--- config.mk ---
export PLATFORM = sky130hd
export DESIGN_NAME = tx_sequencer_flat
export DESIGN_NICKNAME = d
export VERILOG_FILES = /design/src/rtl/tx_sequencer_if.sv /design/src/rtl/tx_sequencer.sv /design/src/flat_wrapper.sv
export SDC_FILE = /design/constraint.sdc
export NUM_CORES = 1
export LEC_CHECK = 0
export CAP_MARGIN = 20
export CORE_MARGIN = 8
export CORE_UTILIZATION = 58
export CTS_CLUSTER_DIAMETER = 200
export CTS_CLUSTER_SIZE = 14
export DETAILED_ROUTE_END_ITERATION = 12
export PLACE_DENSITY = 0.8
export SYNTH_ARGS = -nofsm -noshare
export SYNTH_HDL_FRONTEND = slang
export SYNTH_SLANG_ARGS = --single-unit
export TNS_END_PERCENT = 10
--- constraint.sdc ---
create_clock -name top_clk -period 2.5 [get_ports top_clk]
set_clock_uncertainty 0.05 [all_clocks]
set_input_delay 0.5 -clock top_clk [delete_from_list [all_inputs] [get_ports top_clk]]
set_output_delay 0.5 -clock top_clk [all_outputs]
set_load 0.01 [all_outputs]
--- src/rtl/tx_sequencer_if.sv ---
// Upstream byte stream into the TX sequencer: valid/ready handshake, one byte per transfer.
interface tx_sequencer_if;
    logic [7:0] byte_data;
    logic       byte_valid;
    logic       byte_ready;

    modport master (output byte_data, output byte_valid, input byte_ready);
    modport slave  (input byte_data, input byte_valid, output byte_ready);
endinterface

--- src/rtl/tx_sequencer.sv ---
// Packet sequencer for an FSK transmitter: oscillator warmup, 0x55 preamble,
// LSB-first payload from a one-byte holding register, then a modulator tail.
module tx_sequencer #(
    parameter int SAMPLES_PER_BIT = 4,
    parameter int WARMUP_CYCLES   = 16,
    parameter int TAIL_CYCLES     = 8
) (
    input  logic           top_clk,
    input  logic           top_rst,
    input  logic           start,
    input  logic [7:0]     pkt_len,
    tx_sequencer_if.slave  byte_if,
    output logic           osc_en,
    output logic           fsk_en,
    output logic           fsk_bit,
    output logic           bit_strobe,
    output logic           busy,
    output logic           done,
    output logic           underrun
);
    localparam logic [7:0] WARM_LAST = 8'(WARMUP_CYCLES - 1);
    localparam logic [7:0] TAIL_LAST = 8'(TAIL_CYCLES - 1);
    localparam logic [7:0] SPB_LAST  = 8'(SAMPLES_PER_BIT - 1);

    typedef enum logic [2:0] {IDLE, WARMUP, PREAMBLE, PAYLOAD, TAIL} state_t;
    state_t state;

    logic [7:0] cyc_cnt, len, fetch_cnt, sent_cnt, shreg, hold_data;
    logic [2:0] bit_cnt;
    logic       hold_full;
    logic       take, bit_end, byte_end;

    assign byte_if.byte_ready = (state == WARMUP || state == PREAMBLE || state == PAYLOAD) &&
                                !hold_full && (fetch_cnt < len);
    assign take     = byte_if.byte_valid && byte_if.byte_ready;
    assign bit_end  = (cyc_cnt == SPB_LAST);
    assign byte_end = bit_end && (bit_cnt == 3'd7);
    assign busy     = (state != IDLE);

    always_ff @(posedge top_clk) begin
        if (!top_rst) begin
            state      <= IDLE;
            osc_en     <= 1'b0;
            fsk_en     <= 1'b0;
            fsk_bit    <= 1'b0;
            bit_strobe <= 1'b0;
            done       <= 1'b0;
            underrun   <= 1'b0;
            cyc_cnt    <= '0;
            len        <= '0;
            fetch_cnt  <= '0;
            sent_cnt   <= '0;
            shreg      <= '0;
            hold_data  <= '0;
            bit_cnt    <= '0;
            hold_full  <= 1'b0;
        end else begin
            bit_strobe <= 1'b0;
            done       <= 1'b0;
            underrun   <= 1'b0;
            case (state)
                IDLE: begin
                    // done is still high on the first IDLE cycle; a start there is ignored
                    if (start && !done) begin
                        state     <= WARMUP;
                        len       <= pkt_len;
                        osc_en    <= 1'b1;
                        cyc_cnt   <= '0;
                        fetch_cnt <= '0;
                        sent_cnt  <= '0;
                        hold_full <= 1'b0;
                    end
                end
                WARMUP: begin
                    if (cyc_cnt == WARM_LAST) begin
                        state      <= PREAMBLE;
                        cyc_cnt    <= '0;
                        fsk_en     <= 1'b1;
                        shreg      <= 8'h55;
                        fsk_bit    <= 1'b1;
                        bit_strobe <= 1'b1;
                        bit_cnt    <= '0;
                    end else begin
                        cyc_cnt <= cyc_cnt + 8'd1;
                    end
                end
                PREAMBLE, PAYLOAD: begin
                    cyc_cnt <= bit_end ? 8'd0 : cyc_cnt + 8'd1;
                    if (bit_end) begin
                        if (!byte_end) begin
                            bit_cnt    <= bit_cnt + 3'd1;
                            shreg      <= shreg >> 1;
                            fsk_bit    <= shreg[1];
                            bit_strobe <= 1'b1;
                        end else if (sent_cnt == len) begin
                            // all payload sent (or none requested): fsk_bit keeps last symbol
                            state <= TAIL;
                        end else if (hold_full) begin
                            state      <= PAYLOAD;
                            shreg      <= hold_data;
                            fsk_bit    <= hold_data[0];
                            bit_strobe <= 1'b1;
                            hold_full  <= 1'b0;
                            sent_cnt   <= sent_cnt + 8'd1;
                            bit_cnt    <= '0;
                        end else begin
                            state    <= IDLE;
                            underrun <= 1'b1;
                            osc_en   <= 1'b0;
                            fsk_en   <= 1'b0;
                            fsk_bit  <= 1'b0;
                        end
                    end
                end
                TAIL: begin
                    if (cyc_cnt == TAIL_LAST) begin
                        state   <= IDLE;
                        done    <= 1'b1;
                        osc_en  <= 1'b0;
                        fsk_en  <= 1'b0;
                        fsk_bit <= 1'b0;
                        cyc_cnt <= '0;
                    end else begin
                        cyc_cnt <= cyc_cnt + 8'd1;
                    end
                end
                default: state <= IDLE;
            endcase
            // take only happens with the register empty, so it never races a byte-boundary drain
            if (take) begin
                hold_full <= 1'b1;
                hold_data <= byte_if.byte_data;
                fetch_cnt <= fetch_cnt + 8'd1;
            end
        end
    end
endmodule

--- src/flat_wrapper.sv ---
// flat-port wrapper written by rule: the top's interface ports become plain ports
module tx_sequencer_flat 
#(
    parameter int SAMPLES_PER_BIT = 4,
    parameter int WARMUP_CYCLES   = 16,
    parameter int TAIL_CYCLES     = 8
)
  (top_clk, top_rst, start, pkt_len, osc_en, fsk_en, fsk_bit, bit_strobe, busy, done, underrun, byte_if_byte_data, byte_if_byte_valid, byte_if_byte_ready);
  tx_sequencer_if byte_if_i ();
  input  logic top_clk;
  input  logic top_rst;
  input  logic start;
  input  logic [7:0] pkt_len;
  output logic osc_en;
  output logic fsk_en;
  output logic fsk_bit;
  output logic bit_strobe;
  output logic busy;
  output logic done;
  output logic underrun;
  input wire logic [$bits(byte_if_i.byte_data)-1:0] byte_if_byte_data;
  input wire logic [$bits(byte_if_i.byte_valid)-1:0] byte_if_byte_valid;
  output wire logic [$bits(byte_if_i.byte_ready)-1:0] byte_if_byte_ready;
  assign byte_if_i.byte_data = byte_if_byte_data;
  assign byte_if_i.byte_valid = byte_if_byte_valid;
  assign byte_if_byte_ready = byte_if_i.byte_ready;
  tx_sequencer #(.SAMPLES_PER_BIT(SAMPLES_PER_BIT), .WARMUP_CYCLES(WARMUP_CYCLES), .TAIL_CYCLES(TAIL_CYCLES)) u_core (.top_clk(top_clk), .top_rst(top_rst), .start(start), .pkt_len(pkt_len), .byte_if(byte_if_i), .osc_en(osc_en), .fsk_en(fsk_en), .fsk_bit(fsk_bit), .bit_strobe(bit_strobe), .busy(busy), .done(done), .underrun(underrun));
endmodule
# Word level (Yosys, flattened, before mapping)
# Index checks and enable logic that the tools add are counted.
# totals
regBits,61
input_bits,20
out_inout_bits,8
word_cells,139
# classes
addsub,4
n_lt_le_gt_ge,1
eq_ne,23
muxes,60
n_bitwise,4
n_reduce_logical,32
# op_table
operator,count
8-bit 2-to-1 mux,15
3-bit 2-to-1 mux,11
8-bit case mux with 2 select lines,2
8-bit case mux with 4 select lines,1
"8-bit by 1-bit adder with 8-bit output, second input constant",3
1-bit 2-to-1 mux,23
5-bit AND reduction,4
7-bit AND reduction,2
3-bit case mux with 4 select lines,1
3-bit nonzero test,4
"2-bit by 1-bit inequality test with 1-bit output, second input constant",5
"3-bit by 1-bit inequality test with 1-bit output, second input constant",3
1-bit case mux with 3 select lines,3
"8-bit by 2-bit equality test with 1-bit output, second input constant",1
"8-bit by 3-bit equality test with 1-bit output, second input constant",1
"8-bit by 4-bit equality test with 1-bit output, second input constant",1
8-bit equality test,1
8-bit less-than comparator,1
2-bit AND reduction,4
2-bit nonzero test,4
"3-bit by 2-bit equality test with 1-bit output, second input constant",2
"3-bit equality test, second input constant",2
"2-bit inequality test, second input constant",3
"3-bit by 2-bit inequality test with 1-bit output, second input constant",2
other kinds (15),25

# Longest topological paths before layout
# depth
ltp_word,8
mapped_depth,8
mapped_depth_nobuf,7

# Worst setup path after synthesis
# OpenSTA, ideal clock, no wires.
# synth_path
kind,flip-flop to flip-flop
start,register u_core.cyc_cnt[4]
end,register u_core.sent_cnt[2]
setup_ps,129
arrival_time_ps,2034
setup_slack_ps,287
stages_incl_launch_ff,7
path_buffers,1
period_less_slack_ps,2213
cell_sequence,dfxtp_1 or4_4 buf_6 or4_4 a311o_1 o211ai_1 o41ai_1
# synth_between
elab_chain_cells,4
elab_cells_between_ends,5
# synth_lines
item,line,text
from (decl),tx_sequencer.sv:28,"logic [7:0] cyc_cnt, len, fetch_cnt, sent_cnt, shreg, hold_data;"
from (signal assigned),tx_sequencer.sv:84,cyc_cnt <= cyc_cnt + 8'd1;
from (signal assigned),tx_sequencer.sv:88,cyc_cnt <= bit_end ? 8'd0 : cyc_cnt + 8'd1;
from (signal assigned),tx_sequencer.sv:124,cyc_cnt <= cyc_cnt + 8'd1;
8-bit by 2-bit equality test with 1-bit output (*),tx_sequencer.sv:36,assign bit_end = (cyc_cnt == SPB_LAST);
1-bit logical AND,tx_sequencer.sv:37,assign byte_end = bit_end && (bit_cnt == 3'd7);
2-bit by 1-bit inequality test with 1-bit output (no line),-,
6-bit AND reduction (no line) (*),-,
to (signal assigned),tx_sequencer.sv:104,sent_cnt <= sent_cnt + 8'd1;
to (decl),tx_sequencer.sv:28,
# Every way passes the cells marked *; elsewhere a longest branch is shown, timed or not.
# A chain may end at the register's enable or synchronous reset.

# Worst setup path in the final report
# layout_path
start,register u_core.state[2]
end,output busy
# layout_between
elab_chain_cells,1
# layout_lines
item,line,text
from (decl),tx_sequencer.sv:26,state_t state;
from (signal assigned),tx_sequencer.sv:42,state <= IDLE;
from (signal assigned),tx_sequencer.sv:65,state <= WARMUP;
from (signal assigned),tx_sequencer.sv:76,state <= PREAMBLE;
3-bit nonzero test,tx_sequencer.sv:38,assign busy = (state != IDLE);
to (decl),flat_wrapper.sv:18,output logic busy;
# No other way between the ends.

==> impl_metrics.tcl <==
set metrics [dict create \
    status "finished clean" \
    initialDrtViolationCount 329 \
    hold_path.class "flop to flop" \
    cts.sink_count 60 \
    hold_slack_ns 0.410 \
    async_flop_share 0 \
    vias_per_cell 5.87 \
    drive_gt1_frac 0.125 \
    die_area_sq_um 8290 \
    syn_to_final_growth_pct 20.1 \
    insertion_delay_ns 0.35 \
    reg2reg_slack_ns 0.16 \
    slowest_stage "clkdlybuf4s50_1" \
    hold_path_end "u_core.shreg[1]$_SDFFE_PN0P_" \
    hold_depth 2 \
    hold_violations 0 \
    grt_pass1_vias 2799 \
    reg2reg_from "u_core.cyc_cnt[4]$_SDFFE_PN0P_" \
    worstSetupPathType "flop to primary output" \
    yosys-top-cells-area "dfxtp_1 (37%), nand2_1 (6.2%), mux2i_1 (5.8%), ha_1 (4.6%), nor2_1 (3.6%)" \
    initial_core_util 0.597 \
    max_freq_mhz 420 \
    cp-start-kind "flop" \
    cts_made_buffers 9 \
    report.final.slew_viol_count 0 \
    r2r_end "u_core.sent_cnt[3]$_SDFFE_PN0P_" \
    post_synth.cell_area_avg_sq_um 8.34 \
    clk_path_buf_depth 2 \
    overflow 0 \
    h-tree-depth 3 \
    path_cells "nor3_1 > inv_1 > clkdlybuf4s50_1" \
    rows 27 \
    netlist_area_sq_um 3270 \
    post-route-period-util 0.953 \
    synth.most_common_cell "dfxtp_1" \
    fin_nets 459 \
    ff2ff_path_depth 5 \
    synth.distinct_cells 57 \
    wl_per_cell_um 15.8 \
    synthFlopType "dfxtp_1" \
    cts_root_buffer "clkbuf_8" \
    critPathMaxFanout 11 \
    antenna_found_initial 0 \
    synth_commonest_cells "dfxtp_1 (60), nand2_1 (54), nor2_1 (31), a21oi_1 (22)" \
    setup_violations 0 \
    diodes 0 \
    synthCells 392 \
    gr-usage-all-layers 0.193 \
    synth_top_cell_by_area "dfxtp_1" \
    drc_errors 0 \
    power.leakage_nw 1.48 \
    dp.final_hpwl_mm 5.66 \
    endpoint_kind "primary output" \
    worst_slew_pin_slew_ns 0.622 \
    yosysWarnings 0 \
    rsz0062_at_grt "no" \
    setup_tns_ns 0 \
    grt_pass1_wl_mm 13.3 \
    crit_required_ns 1.95 \
    synth_edf_count 0 \
    worstHoldStart "u_core.shreg[1]$_SDFFE_PN0P_" \
    place_congestion 0.868 \
    cpPeakStageDelay_ns 0.51 \
    pwr_density_cell_nw_per_um2 687 \
    synth_nets 424 \
    drtAntennaViolNets 0 \
    io_buffer_count 27 \
    drv_cap 0 \
    arrival_ns 1.83 \
    cts_tree "built" \
    slew_headroom 0.582 \
    num_vias 2958 \
    clk_pin_slew_ns 0.06 \
    ys_seq_area_frac 0.368 \
    yosysTopAreaCellShare 0.368 \
    pin_count 28 \
    fp.dieW_um 91.1 \
    core_area_sq_um 5470 \
    synth_seq_cells 60 \
    vdd_drop_max_mv 0.534 \
    finalCriticalPeriod_ns 2.38 \
    grt_max_degree 21 \
    die_y_um 91.1 \
    routed_wl_mm 7.98 \
    firstDrtPassIters 5 \
]
## layout make-up
type / instances / area [sq um]
clock buffers: 9 / 124
clock inverters: 7 / 115
well taps: 72 / 90.1
flip-flops and latches: 60 / 1200
repair buffers: 45 / 405
fillers: 456 / 1550
inverters: 12 / 45.0
multi-input cells: 299 / 1950
## kinds of logic (layout without fill, tap and decap cells)
group	count (synthesis)	count (layout)	synth area share
muxes	25	25	0.0789
AOI/OAI and AO/OA	85	85	0.170
and+or+nand+nor	163	163	0.258
adders and majority gates	12	12	0.0459
DFF	60	60	0.368
buffers and inverters	33	73	0.0417
xor gates and xnor gates	14	14	0.0375
## layout by cell type, fill, tap and decap left out, types with 3 or more instances in the layout
cell type | synthesis | final
dfxtp_1 | 60 | 60
nand2_1 | 54 | 54
nor2_1 | 31 | 31
clkdlybuf4s50_1 | 0 | 26
a21oi_1 | 22 | 22
mux2i_1 | 19 | 19
o21ai_0 | 19 | 18
buf_4 | 0 | 18
xnor2_1 | 13 | 13
inv_1 | 12 | 12
nand3_1 | 12 | 12
ha_1 | 12 | 12
clkbuf_8 | 0 | 9
nor3_1 | 9 | 8
o211ai_1 | 8 | 8
nor3b_1 | 7 | 7
nor2b_1 | 7 | 7
and2_1 | 7 | 7
nand4_1 | 6 | 6
and3_1 | 6 | 6
or4_1 | 6 | 6
o31ai_1 | 6 | 5
mux2_2 | 5 | 5
o22ai_1 | 4 | 4
nor4_1 | 3 | 3
o311ai_0 | 3 | 3
a31o_2 | 3 | 3
bufinv_16 | 0 | 3
## worst max-delay path, delay by kind of cell, from the launching register on
kind	cells	cell delay (ns)
flip-flops	1	0.42
AND/OR/NAND/NOR	1	0.41
buffers and inverters	2	0.66
## where the power goes
| group | internal [mW] | leakage [nW] | switching (mW) | total [mW] |
|---|---|---|---|---|
| sequential | 1.01 | 0.486 | 0.0536 | 1.07 |
| combinational | 0.240 | 0.882 | 0.334 | 0.574 |
| clock | 0.658 | 0.115 | 0.398 | 1.06 |
| total | 1.91 | 1.48 | 0.786 | 2.70 |
## metal layers
metal / vias to the layer above / routed length, um / global-route usage
li1: 1488 / - / -
met1: 1368 / 3520 / 0.231
met2: 89 / 3900 / 0.319
met3: 13 / 433 / 0.0576
met4: 0 / 133 / 0.0737
met5: - / 0 / 0
## flip-flops by register name, indices dropped and copies added (netlist names)
register	count
u_core.state	3
u_core.underrun	1
u_core.done	1
u_core.len	8
u_core.sent_cnt	8
u_core.fsk_en	1
u_core.hold_data	8
u_core.bit_strobe	1
u_core.fsk_bit	1
u_core.bit_cnt	3
u_core.cyc_cnt	8
u_core.hold_full	1
u_core.shreg	7
u_core.fetch_cnt	8
u_core.osc_en	1
## worst max-delay path by stage
stage          slack (ns)                            from  depth (start not counted)                              end
2_1_floorplan        0.29  u_core.cyc_cnt[4]$_SDFFE_PN0P_                          6  u_core.sent_cnt[2]$_SDFFE_PN0P_
3_3_place_gp         0.14      u_core.len[7]$_SDFFE_PN0P_                          6               byte_if_byte_ready
3_5_place_dp         0.12  u_core.cyc_cnt[4]$_SDFFE_PN0P_                          5   u_core.cyc_cnt[6]$_SDFFE_PN0P_
4_1_cts              0.05      u_core.len[7]$_SDFFE_PN0P_                          6               byte_if_byte_ready
5_1_grt             0.002    u_core.state[2]$_SDFFE_PN0P_                          3                             busy
6_report             0.12    u_core.state[2]$_SDFFE_PN0P_                          3                             busy
## through the flow
step	instances	setup slack, ns	total power [mW]	utilization	instance area (sq um)
after floorplan	392	0.287	1.44	-	3270
after global placement	488	0.145	1.64	0.671	3670
after detailed placement	488	0.119	1.65	0.671	3670
after CTS	504	0.0484	2.70	0.715	3920
after global routing	504	0.00224	2.82	0.717	3930
final	504	0.116	2.70	0.717	3930
## what timing repair did
action / 4_1_cts / 5_1_grt
setup buffers: 0 / 0
endpoints found under the setup margin: 1 / 8
hold buffers: 0 / 0
pin swaps: 0 / 1
gates resized for setup: 2 / 4
Note: power is estimated with default switching activity, not from simulation.
